### src/rtl/shift_pkg.sv
// Shared definitions for the nibble shifter feeder: word width, FSM state
// encoding and the parameter legality rule used at elaboration.
package shift_pkg;

    localparam int NIB_W = 4;

    // FSM state encoding shared with the shifter-side tooling
    localparam logic [1:0] ST_IDLE = 2'b00;
    localparam logic [1:0] ST_LOAD = 2'b01;
    localparam logic [1:0] ST_GAP  = 2'b10;

    // Larger of two integers, used to size the HOLD/GAP counter
    function automatic int maxInt(input int a, input int b);
        return (a > b) ? a : b;
    endfunction

    // The FIFO needs a power-of-two depth so its pointers wrap by overflow;
    // the shifter needs at least one high cycle and two low cycles per word
    function automatic bit paramsLegal(input int depth, input int hold, input int gap);
        return (depth >= 2) && ((depth & (depth - 1)) == 0) && (hold >= 1) && (gap >= 2);
    endfunction

endpackage

### src/rtl/nibble_fifo.sv
// Small power-of-two FIFO of nibbles. Occupancy is tracked by an explicit
// counter so full/empty never depend on pointer comparison. Storage is not
// reset; only pointers and the counter are.
module nibble_fifo
    import shift_pkg::*;
#(
    parameter  int DEPTH = 4,
    localparam int AW    = $clog2(DEPTH),
    localparam int CW    = AW + 1
) (
    input  logic             clk,
    input  logic             rst_n,
    input  logic             push_i,
    input  logic [NIB_W-1:0] wdata_i,
    input  logic             pop_i,
    output logic [NIB_W-1:0] rdata_o,
    output logic             full_o,
    output logic             empty_o,
    output logic [CW-1:0]    count_o
);

    logic [NIB_W-1:0] mem_q [DEPTH];
    logic [AW-1:0]    wrPtr_q, wrPtr_d;
    logic [AW-1:0]    rdPtr_q, rdPtr_d;
    logic [CW-1:0]    count_q, count_d;

    // Pointer and occupancy next-state; simultaneous push and pop leave the count alone
    always_comb begin
        wrPtr_d = wrPtr_q;
        rdPtr_d = rdPtr_q;
        count_d = count_q;
        if (push_i) begin
            wrPtr_d = wrPtr_q + AW'(1);
        end
        if (pop_i) begin
            rdPtr_d = rdPtr_q + AW'(1);
        end
        case ({push_i, pop_i})
            2'b10:   count_d = count_q + CW'(1);
            2'b01:   count_d = count_q - CW'(1);
            default: count_d = count_q;
        endcase
    end

    // Pointer and occupancy registers, cleared asynchronously
    always_ff @(posedge clk or negedge rst_n) begin
        if (!rst_n) begin
            wrPtr_q <= '0;
            rdPtr_q <= '0;
            count_q <= '0;
        end else begin
            wrPtr_q <= wrPtr_d;
            rdPtr_q <= rdPtr_d;
            count_q <= count_d;
        end
    end

    // Storage write; contents survive reset since the counter marks them invalid
    always_ff @(posedge clk) begin
        if (push_i) begin
            mem_q[wrPtr_q] <= wdata_i;
        end
    end

    assign rdata_o = mem_q[rdPtr_q];
    assign full_o  = (count_q == CW'(DEPTH));
    assign empty_o = (count_q == '0);
    assign count_o = count_q;

endmodule

### src/rtl/fsm_shift_feeder.sv
// Feeder for the nibble shift FSM: buffers producer nibbles and replays each
// one as a load pulse of HOLD cycles followed by at least GAP low cycles,
// keeping data stable across the whole pulse and gap.
module fsm_shift_feeder
    import shift_pkg::*;
#(
    parameter  int DEPTH = 4,
    parameter  int HOLD  = 1,
    parameter  int GAP   = 2,
    localparam int CW    = $clog2(DEPTH) + 1
) (
    input  logic             clk,
    input  logic             rst_n,
    input  logic             in_valid,
    output logic             in_ready,
    input  logic [NIB_W-1:0] in_data,
    output logic             load,
    output logic [NIB_W-1:0] data,
    output logic             busy,
    output logic [CW-1:0]    count
);

    // One counter times both the high and the low phase of a pulse
    localparam int TW = $clog2(maxInt(HOLD, GAP)) + 1;

    generate
        if (!paramsLegal(DEPTH, HOLD, GAP)) begin : gParamCheck
            $error("fsm_shift_feeder: DEPTH must be a power of 2 >= 2, HOLD >= 1, GAP >= 2");
        end
    endgenerate

    logic [1:0]       state_q, state_d;
    logic [TW-1:0]    tick_q, tick_d;
    logic             load_q, load_d;
    logic [NIB_W-1:0] data_q, data_d;
    logic             busy_q, busy_d;

    logic             fifoPush;
    logic             fifoPop;
    logic [NIB_W-1:0] fifoHead;
    logic             fifoFull;
    logic             fifoEmpty;
    logic [CW-1:0]    fifoCount;

    // A full FIFO refuses words even when a pop happens in the same cycle
    assign in_ready = !fifoFull;
    assign fifoPush = in_valid && in_ready;

    nibble_fifo #(
        .DEPTH(DEPTH)
    ) uFifo (
        .clk    (clk),
        .rst_n  (rst_n),
        .push_i (fifoPush),
        .wdata_i(in_data),
        .pop_i  (fifoPop),
        .rdata_o(fifoHead),
        .full_o (fifoFull),
        .empty_o(fifoEmpty),
        .count_o(fifoCount)
    );

    // Pulse sequencer: pops only when starting a pulse, from IDLE or at the end of a gap
    always_comb begin
        state_d = state_q;
        tick_d  = tick_q;
        load_d  = load_q;
        data_d  = data_q;
        fifoPop = 1'b0;
        case (state_q)
            ST_IDLE: begin
                load_d = 1'b0;
                if (!fifoEmpty) begin
                    fifoPop = 1'b1;
                    data_d  = fifoHead;
                    load_d  = 1'b1;
                    tick_d  = '0;
                    state_d = ST_LOAD;
                end
            end
            ST_LOAD: begin
                if (tick_q == TW'(HOLD - 1)) begin
                    load_d  = 1'b0;
                    tick_d  = '0;
                    state_d = ST_GAP;
                end else begin
                    tick_d = tick_q + TW'(1);
                end
            end
            ST_GAP: begin
                if (tick_q == TW'(GAP - 1)) begin
                    tick_d = '0;
                    if (!fifoEmpty) begin
                        fifoPop = 1'b1;
                        data_d  = fifoHead;
                        load_d  = 1'b1;
                        state_d = ST_LOAD;
                    end else begin
                        state_d = ST_IDLE;
                    end
                end else begin
                    tick_d = tick_q + TW'(1);
                end
            end
            default: begin
                load_d  = 1'b0;
                tick_d  = '0;
                state_d = ST_IDLE;
            end
        endcase
        busy_d = (state_d != ST_IDLE);
    end

    // Sequencer registers; reset drops load at once and returns to IDLE
    always_ff @(posedge clk or negedge rst_n) begin
        if (!rst_n) begin
            state_q <= ST_IDLE;
            tick_q  <= '0;
            load_q  <= 1'b0;
            data_q  <= '0;
            busy_q  <= 1'b0;
        end else begin
            state_q <= state_d;
            tick_q  <= tick_d;
            load_q  <= load_d;
            data_q  <= data_d;
            busy_q  <= busy_d;
        end
    end

    assign load  = load_q;
    assign data  = data_q;
    assign busy  = busy_q;
    assign count = fifoCount;

endmodule

### config.mk
export PLATFORM = sky130hd
export DESIGN_NAME = fsm_shift_feeder
export DESIGN_NICKNAME = d
export VERILOG_FILES = /design/src/rtl/shift_pkg.sv /design/src/rtl/nibble_fifo.sv /design/src/rtl/fsm_shift_feeder.sv
export SDC_FILE = /design/constraint.sdc
export NUM_CORES = 1
export LEC_CHECK = 0
export CAP_MARGIN = 10
export CELL_PAD_IN_SITES_DETAIL_PLACEMENT = 0
export CELL_PAD_IN_SITES_GLOBAL_PLACEMENT = 2
export CORE_MARGIN = 4
export CORE_UTILIZATION = 39
export DETAILED_ROUTE_END_ITERATION = 8
export PLACE_DENSITY = 0.9
export SLEW_MARGIN = 10
export SYNTH_ARGS = -nofsm -noshare
export SYNTH_HDL_FRONTEND = slang
export SYNTH_SLANG_ARGS = --single-unit
### constraint.sdc
create_clock -name clk -period 2.89 [get_ports clk]
set_input_delay 0.7225 -clock clk [delete_from_list [all_inputs] [get_ports clk]]
set_output_delay 0.7225 -clock clk [all_outputs]
set_load 0.03 [all_outputs]
---- Word level (Yosys, flattened, before mapping) ----
Memories as Yosys holds them, arrays and structs flattened.
Cells that the tools add are included.
operators by class
  add/sub/neg operators ................... 5
  mux-type cells .......................... 22
  equality and inequality tests ........... 10
  reductions and logical operators ........ 10
operators with widths
  cell                                                  number
  2-to-1 mux 2 bit                                      6
  one-hot mux 2 bit (3 select lines)                    2
  2-to-1 mux 1 bit                                      8
  2-to-1 mux 4 bit                                      2
  inequality test 2 bit (second input constant)         4
  one-hot mux 4 bit (2 select lines)                    1
  adder 2 x 1 -> 2 bit (second input constant)          3
  equality test 2 x 1 -> 1 bit (second input constant)  3
  one-hot mux 3 bit (2 select lines)                    1
  nonzero test 2 bit                                    3
  equality test 2 bit (second input constant)           2
  logical NOT 2 bit                                     2
  adder 3 x 1 -> 3 bit (second input constant)          1
  equality test 3 bit (second input constant)           1
  logical NOT 3 bit                                     1
  one-hot mux 1 bit (3 select lines)                    1
  AND reduction 3 bit                                   1
  subtractor 3 x 1 -> 3 bit (second input constant)     1
  one-hot mux 1 bit (2 select lines)                    1
  AND reduction 2 bit                                   1
  logical AND 1 bit                                     1
  logical NOT 1 bit                                     1
storage, ports and cells
  bits in writable memories ............... 16
  word-level logic and storage cells ...... 56
  bits of input ports ..................... 7
  memories ................................ 1
  output and inout port bits .............. 10
  register bits ........................... 17
memories
  memory       depth  width  rd ports  clocked after memory_dff  write ports  RTL line           RTL
  uFifo.mem_q  4      4      1         0                         1            nibble_fifo.sv:22  logic [NIB_W-1:0] mem_q [DEPTH];

---- Depth between registers and ports, before layout ----
Gate-level depths: netlist of the first run.
  word-level depth ........................ 6
  gate-level depth with buffers ........... 11

---- By module ----
From an unflattened synthesis of the first run, not the netlist that was laid out.
second synthesis, totals
  cells, all modules ...................... 109
  area total of the unflattened synthesis .. 1560.2 um^2
modules (own cells, without submodules)
  module            sequential area each (um^2)  area an instance (um^2)  cells each  instances
  nibble_fifo       655.6                        975.9                    58          1
  fsm_shift_feeder  250.2                        584.3                    51          1

---- Least setup slack after synthesis of the first run ----
No wires, ideal clock.
  path type ............................... register to register
  start point ............................. reg uFifo.count_q[2], in the netlist uFifo.count_o[2]
  end point ............................... reg uFifo.count_q[2], in the netlist uFifo.count_o[2]
  buffers on the path ..................... 0
  cell stages (with the launch flop) ...... 10
  setup time .............................. 0.081 ns
  required time ........................... 2.809 ns
  clock period less this slack ............ 2.339 ns
  path slack .............................. 0.551 ns
  arrival time ............................ 2.258 ns
  path through ............................ dfrtp_1 > or3b_4 > and2_4 > inv_1 > ha_1 > inv_1 > fa_1 > xor2_1 > nor2_1 > xor2_1
RTL lines
  what                                                                             RTL line                RTL
  start: declaration                                                               nibble_fifo.sv:25       logic [CW-1:0] count_q, count_d;
  start signal: assignment                                                         nibble_fifo.sv:54       count_q <= count_d;
  equality test 3 bit *                                                            nibble_fifo.sv:66       assign full_o = (count_q == CW'(DEPTH));
  logical NOT 1 bit *                                                              fsm_shift_feeder.sv:46  assign in_ready = !fifoFull;
  via in_ready                                                                     fsm_shift_feeder.sv:15  output logic in_ready,
  logical AND 1 bit *                                                              fsm_shift_feeder.sv:47  assign fifoPush = in_valid && in_ready;
  equality test 2 x 1 -> 1 bit / equality test 2 bit (equally long branches)       nibble_fifo.sv:38       case ({push_i, pop_i})
  one-hot mux 3 bit (2 select lines) / nonzero test 2 bit (equally long branches)  --
The timed path passes the listed nets; every way through them passes the cells marked *.
A chain may end at the register's enable or synchronous reset.

---- Worst setup path after layout of the first run ----
  start point ............................. reg uFifo.count_q[1], in the netlist uFifo.count_o[1]
  end point ............................... out in_ready
between the ends
  longest elaborated chain between the ends .. 2
ends and longest elaborated chain
  what                 RTL line
  equality test 3 bit  nibble_fifo.sv:66
  logical NOT 1 bit    fsm_shift_feeder.sv:46
  end: declaration     fsm_shift_feeder.sv:15
No other way between the ends.

==> results.tsv, run 1 <==
stage	metric	value	unit
global_routing	vias in the first global route	958	
placement	Final Wtd Congestion	0.7856	
global_routing	met2 Use GR	18.06	%
clock_network	hold_buf cts	0	
clock_network	Setup Buffers After CTS	0	
setup_path	required time of the critical path	2.17	ns
detailed_routing	vias per inst	4.834	
floorplan	Die ar.	5087	sq um
synth	Mapped Cells	110	
synth	Synthesis Warnings	0	
power_and_ir_drop	P_int	1.313	mW
clock_network	post-CTS resize count	0	
placement	setup slack at placement	0.3630	ns
global_routing	initial antenna violation count	0	
clock_network	clk slew on worst S/H paths	0.06	ns
synth	Synth top cells by count	dfrtp_1 (17), edfxtp_1 (16), inv_1 (13)	
setup_path	CP peak stage delay	0.61	ns
power_and_ir_drop	switching share of power	36.65	%
setup_path	CP arrival	1.76	ns
detailed_routing	Detailed Route WL	2554	microns
timing	Tmin final	2.481	ns
global_routing	Total GRT Usage	11.75	%
floorplan	width of the die	71.33	microns
synth	most frequent cell after synthesis	dfrtp_1	
timing	Setup TNS	0	ns
timing	Worst-Margin Slew	0.8203	ns
synth	share of flip-flops with an asynchronous set or reset	51.52	%
floorplan	IO Count	17	
placement	dpl cells	173	
clock_network	clk buf depth	2	
clock_network	clk_lat worst skew	0.28	ns
power_and_ir_drop	VDD IR max	592.0	uV
clock_network	H-tree levels	2	
placement	Port-buffer cells	16	
timing	pins over their slew limit	0	
timing	PnR worst setup slack	0.4087	ns
detailed_routing	WL/cell	14.11	microns
global_routing	largest net degree at the start of global routing	18	
power_and_ir_drop	net switching power	0.7598	mW
floorplan	Die Y	71.33	microns
synth	synth unique cells	32	
clock_network	Root Driver	clkbuf_8	
synth	Yosys top cell area share	30.72	%
run	Max Cap Viol	0	
floorplan	Core Box Area	3771	sq um
synth	FF+latch count, synth	33	
setup_path	startpoint types	register	
placement	detailed placer's ending HPWL	1906	microns
synth	syn nets	130	
power_and_ir_drop	Reg power frac	38.7	%
global_routing	first-pass GRT wire length	4498	microns
status	status	finished clean	
synth	Syn Area/Cell	14.22	sq um
power_and_ir_drop	pwr dens	1114	nW/um^2
global_routing	GRT overflow	0	
synth	Synth Area in Compound Gates	5.840	%
finish	Synth-to-Final Area Change	18.96	%
power_and_ir_drop	combinational share of power	46.1	%
setup_path	Max FO, Critical Path	6	
floorplan	Core Rows	22	
timing	hold_ws	0.5059	ns
detailed_routing	post-route ant nets	0	
detailed_routing	vias	875	
global_routing	met1 usage	14.61	%
clock_network	clk sinks	33	
synth	Synth Area in XOR/XNOR	3.360	%
min_path	Hold WC Path Type	register to register	
timing	final hold vios	0	
power_and_ir_drop	Pleak	0.7725	nW
global_routing	GRT Max-Usage Layer	met2	
clock_network	number of CTS-inserted buffers	5	
synth	mux cell area share after synthesis	10.24	%
synth	Yosys top cell by area	edfxtp_1	
timing	max frequency	403.0	MHz
finish	non-filler cells in the finished layout	181	
floorplan	Initial Util	41.47	%
synth	largest family of logic cells by synthesized area	adder cells	
synth	Most used DFF post-synth	dfrtp_1	
detailed_routing	DRC	0	
setup_path	critical path cell sequence	or3b_4 > clkdlybuf4s50_1	
detailed_routing	first-pass detailed-route iteration total	5	
setup_path	crit path max-delay cell type	clkdlybuf4s50_1	
synth	post-synthesis sequential area ratio	57.92	%
timing	Slew Limit Headroom	44.54	%
timing	# setup viols final	0	
finish	diodes inserted	0	
timing	Setup Skew	0.006454	ns
detailed_routing	DRT iter0 DRCs	37	
synth	Post-synth EDFFs	16	
timing	RSZ-0062 raised after global routing	no	
synth	largest cells by area after synthesis	edfxtp_1 (31%), dfrtp_1 (27%), ha_1 (9.6%)	
synth	simple-gate area share of the yosys netlist	8.320	%
finish	share of post-route cells with drive strength above 1	17.29	%
clock_network	TritonCTS clock tree	yes	
power_and_ir_drop	Clock Power Share	15.2	%
synth	adder-cell share of the synthesized area	10.88	%
finish	fin nets	152	
global_routing	met3 Use GR	4.348	%
timing	period utilization	85.86	%
setup_path	CP Class	register to output pin	
power_and_ir_drop	power consumption	2.073	mW
setup_path	crit end category	output pin	
synth	synthesized area	1564	sq um
metrics by stage:
stage / util, % / area, sq um
3_3_place_gp: 47.18 / 1779
4_1_cts: 49.34 / 1861
3_5_place_dp: 47.18 / 1779
2_1_floorplan: - / 1564
5_1_grt: 49.34 / 1861
6_report: 49.34 / 1861
power groups by stage:
stage	Clock [mW]	Sequential, mW	Combinational, mW
global route	0.353	0.834	1.07
detailed placement	0	0.816	0.969
finish	0.316	0.802	0.956
floorplan	0	0.892	0.598
global placement	0	0.804	0.950
CTS	0.332	0.807	0.973
routing by layer:
metal | wire (microns) | share of wire, % | up-vias
met5 | 0 | 0 | -
met4 | 59 | 2.3 | 0
li1 | - | - | 431
met1 | 1206 | 47 | 419
met2 | 1163 | 46 | 17
met3 | 125 | 4.9 | 8
placed cells by master (no fill, tap or decap), types with 2 or more instances in the layout:
| master | netlist | routed |
|---|---|---|
| xor2_1 | 2 | 2 |
| o21ai_0 | 3 | 3 |
| dfrtp_1 | 17 | 17 |
| a22o_1 | 2 | 2 |
| and3_2 | 4 | 4 |
| nand2_1 | 6 | 6 |
| edfxtp_1 | 16 | 16 |
| ha_1 | 12 | 12 |
| clkbuf_8 | 0 | 5 |
| a21oi_1 | 2 | 2 |
| a21o_1 | 2 | 2 |
| mux4_2 | 4 | 4 |
| nor2b_1 | 2 | 2 |
| xnor2_1 | 4 | 4 |
| clkbuf_1 | 0 | 2 |
| clkdlybuf4s50_1 | 0 | 16 |
| inv_1 | 13 | 13 |
| mux2_2 | 4 | 4 |
layout make-up:
type	instances	area, sq um
sequential	33	905.9
clock inverter	1	5.005
tap	48	60.06
fill	322	1911
timing repair buffer	16	160.2
inverter	13	48.80
multi-input combinational	63	604.3
clock buffer	7	76.32
cell families after synthesis:
logic type | after synthesis
xor+xnor | 6
mux | 10
buf+inv | 14
simple gates | 21
compound gates | 13
flops | 33
fa+ha+maj | 13
final timing paths:
| check | from | to | slack [ns] | cells past startpoint |
|---|---|---|---|---|
| worst min-delay path | data[2]$_DFFE_PN0P_ | data[2]$_DFFE_PN0P_ | 0.51 | 1 |
| max in group asynchronous | rst_n | tick_q[0]$_DFFE_PN0P_ | 1.47 | 1 |
| worst max register to register | state_q[0]$_DFF_PN0_ | uFifo.count_o[2]$_DFFE_PN0P_ | 0.65 | 11 |
| worst min register to register | data[2]$_DFFE_PN0P_ | data[2]$_DFFE_PN0P_ | 0.51 | 1 |
| worst max-delay path | uFifo.count_o[1]$_DFFE_PN0P_ | in_ready | 0.41 | 2 |
| min in group asynchronous | rst_n | data[1]$_DFFE_PN0P_ | 0.91 | 1 |
state kept, by name (all words and copies together), names as in the netlist:
signal and flops:
busy 1, data 4, load 1, state_q 2
tick_q 2, uFifo.count_o 3, uFifo.mem_q 16, uFifo.rdPtr_q 2
uFifo.wrPtr_q 2
critical path, delay by kind of cell, from the launching register on:
kind	cells	cell delay, ns
AND/OR/NAND/NOR	1	0.45
flip-flops	1	0.43
buffers and inverters	1	0.61
Note: power is estimated with default switching activity, not from simulation.
==> run 2: changes to the inputs <==
==> constraint.sdc (replaced) <==
create_clock -name clk -period 2.8 [get_ports clk]
set_input_delay 0.7 -clock clk [delete_from_list [all_inputs] [get_ports clk]]
set_output_delay 0.7 -clock clk [all_outputs]
set_load 0.03 [all_outputs]
==> results.tsv, run 2 (synthesis gave the netlist of run 1 again) <==
stage	metric	value	unit
min_path	Hold WC Path Type	register to register	
setup_path	required time of the critical path	2.10	ns
detailed_routing	DRT iter0 DRCs	40	
setup_path	CP arrival	1.75	ns
floorplan	Initial Util	41.47	%
placement	detailed placer's ending HPWL	1910	microns
clock_network	clk sinks	33	
global_routing	first-pass GRT wire length	4457	microns
finish	most frequent cells in the layout	dfrtp_1 (17), clkdlybuf4s50_1 (16), edfxtp_1 (16), inv_1 (13), ha_1 (12)	
power_and_ir_drop	power consumption	2.169	mW
clock_network	TritonCTS clock tree	yes	
clock_network	number of CTS-inserted buffers	5	
power_and_ir_drop	VDD IR max	751.1	uV
timing	Slew Limit Headroom	42.78	%
detailed_routing	vias	898	
run	Max Cap Viol	0	
clock_network	Setup Buffers After CTS	0	
timing	# setup viols final	0	
finish	fill count	314	
timing	period utilization	87.58	%
detailed_routing	DRC	0	
power_and_ir_drop	Pleak	0.7758	nW
power_and_ir_drop	pwr dens	1161	nW/um^2
detailed_routing	first-pass detailed-route iteration total	4	
floorplan	Die ar.	5087	sq um
floorplan	Core Rows	22	
timing	pins over their slew limit	0	
setup_path	crit end category	output pin	
clock_network	hold_buf cts	0	
setup_path	CP Class	register to output pin	
finish	Synth-to-Final Area Change	19.52	%
finish	commonest non-fill, non-tap cell in the layout	dfrtp_1	
global_routing	vias in the first global route	944	
setup_path	startpoint types	register	
timing	RSZ-0062 raised after global routing	no	
finish	Largest register FFs	16	
detailed_routing	WL/cell	14.10	microns
floorplan	Core Box Area	3771	sq um
global_routing	GRT overflow	0	
placement	Final Wtd Congestion	0.7857	
detailed_routing	Detailed Route WL	2552	microns
finish	multi-input gate area in the final layout	604.3	sq um
finish	largest register by flop count	uFifo.mem_q	
placement	Port-buffer cells	16	
clock_network	clk buf depth	2	
clock_network	clk_lat worst skew	0.27	ns
detailed_routing	vias per inst	4.961	
floorplan	IO Count	17	
timing	Worst-Margin Slew	0.8464	ns
global_routing	Total GRT Usage	11.44	%
floorplan	Die Y	71.33	microns
timing	max frequency	407.8	MHz
timing	Tmin final	2.452	ns
clock_network	H-tree levels	2	
timing	Setup TNS	0	ns
status	status	finished clean	
clock_network	clk slew on worst S/H paths	0.07	ns
clock_network	post-CTS resize count	0	
finish	share of post-route cells with drive strength above 1	17.29	%
finish	register area	905.9	sq um
setup_path	Max FO, Critical Path	7	
timing	final hold vios	0	
finish	diodes inserted	0	
clock_network	Root Driver	clkbuf_8	
global_routing	largest net degree at the start of global routing	18	
floorplan	width of the die	71.33	microns
detailed_routing	post-route ant nets	0	
timing	Setup Skew	0.008185	ns
global_routing	initial antenna violation count	0	
finish	fin nets	152	
## run 2: cell count changes in the layout (fill, tap and decap cells not counted), sizes merged
cell / before / now
clkinv: 1 / 0
clkbuf: 7 / 8
## run 2: path summary, 6_finish.rpt
check / start / end / slack (ns) / depth (start not counted)
max reg2reg: state_q[0]$_DFF_PN0_ / uFifo.count_o[2]$_DFFE_PN0P_ / 0.53 / 11
min in group asynchronous: rst_n / data[3]$_DFFE_PN0P_ / 0.90 / 1
max in group asynchronous: rst_n / uFifo.count_o[0]$_DFFE_PN0P_ / 1.39 / 1
max: uFifo.count_o[0]$_DFFE_PN0P_ / in_ready / 0.35 / 2
min reg2reg: data[2]$_DFFE_PN0P_ / data[2]$_DFFE_PN0P_ / 0.51 / 1
min: data[2]$_DFFE_PN0P_ / data[2]$_DFFE_PN0P_ / 0.51 / 1
## run 2: per-stage QoR
step / utilization [%] / hold slack, ns / std cells / setup slack [ns] / cell area [sq um]
after floorplan: - / 0.4044 / 110 / 0.4610 / 1564
after global placement: 47.18 / 0.4887 / 173 / 0.3730 / 1779
after detailed placement: 47.18 / 0.4987 / 173 / 0.2995 / 1779
after CTS: 49.57 / 0.5134 / 181 / 0.3243 / 1869
after global routing: 49.57 / 0.5366 / 181 / 0.2651 / 1869
final: 49.57 / 0.5066 / 181 / 0.3477 / 1869
## run 2: area by class of cell
class                           instances  share of cell area (%)
Clock buffer                            8                   4.819
Inverter                               13                   2.610
Timing Repair Buffer                   16                   8.568
Multi-Input combinational cell         63                   32.33
Sequential cell                        33                   48.46
Tap cell                               48                   3.213
## run 2: report_power, final
| part | switching [mW] | total, mW | leakage (nW) | internal (mW) |
|---|---|---|---|---|
| clock | 0.153 | 0.354 | 0.0455 | 0.200 |
| sequential | 0.138 | 0.826 | 0.351 | 0.688 |
| combinational | 0.496 | 0.990 | 0.379 | 0.494 |
## run 2: metal layers
layer	track usage [%]	wire length (microns)	part of all wire (%)	vias to the layer above
met1	14.73	1203	47	439
met4	4.384	19	0.74	0
met2	17.96	1211	47	20
met5	0	0	0	-
met3	3.647	117	4.6	2
li1	-	-	-	437
## run 2: worst max-delay path: stages, from the launching register on
cell and delay [ns]:
dfrtp_1 0.45, or3b_4 0.43, clkdlybuf4s50_1 0.61
==> run 3: changes to the inputs <==
--- a/config.mk
+++ b/config.mk
@@ -5,6 +5,7 @@
 export SDC_FILE = /design/constraint.sdc
 export NUM_CORES = 1
 export LEC_CHECK = 0
+export ABC_AREA = 0
 export CAP_MARGIN = 10
 export CELL_PAD_IN_SITES_DETAIL_PLACEMENT = 0
 export CELL_PAD_IN_SITES_GLOBAL_PLACEMENT = 2
==> results of run 3 <==
No change in the layout: final DEF, timing and power equal those of run 2.
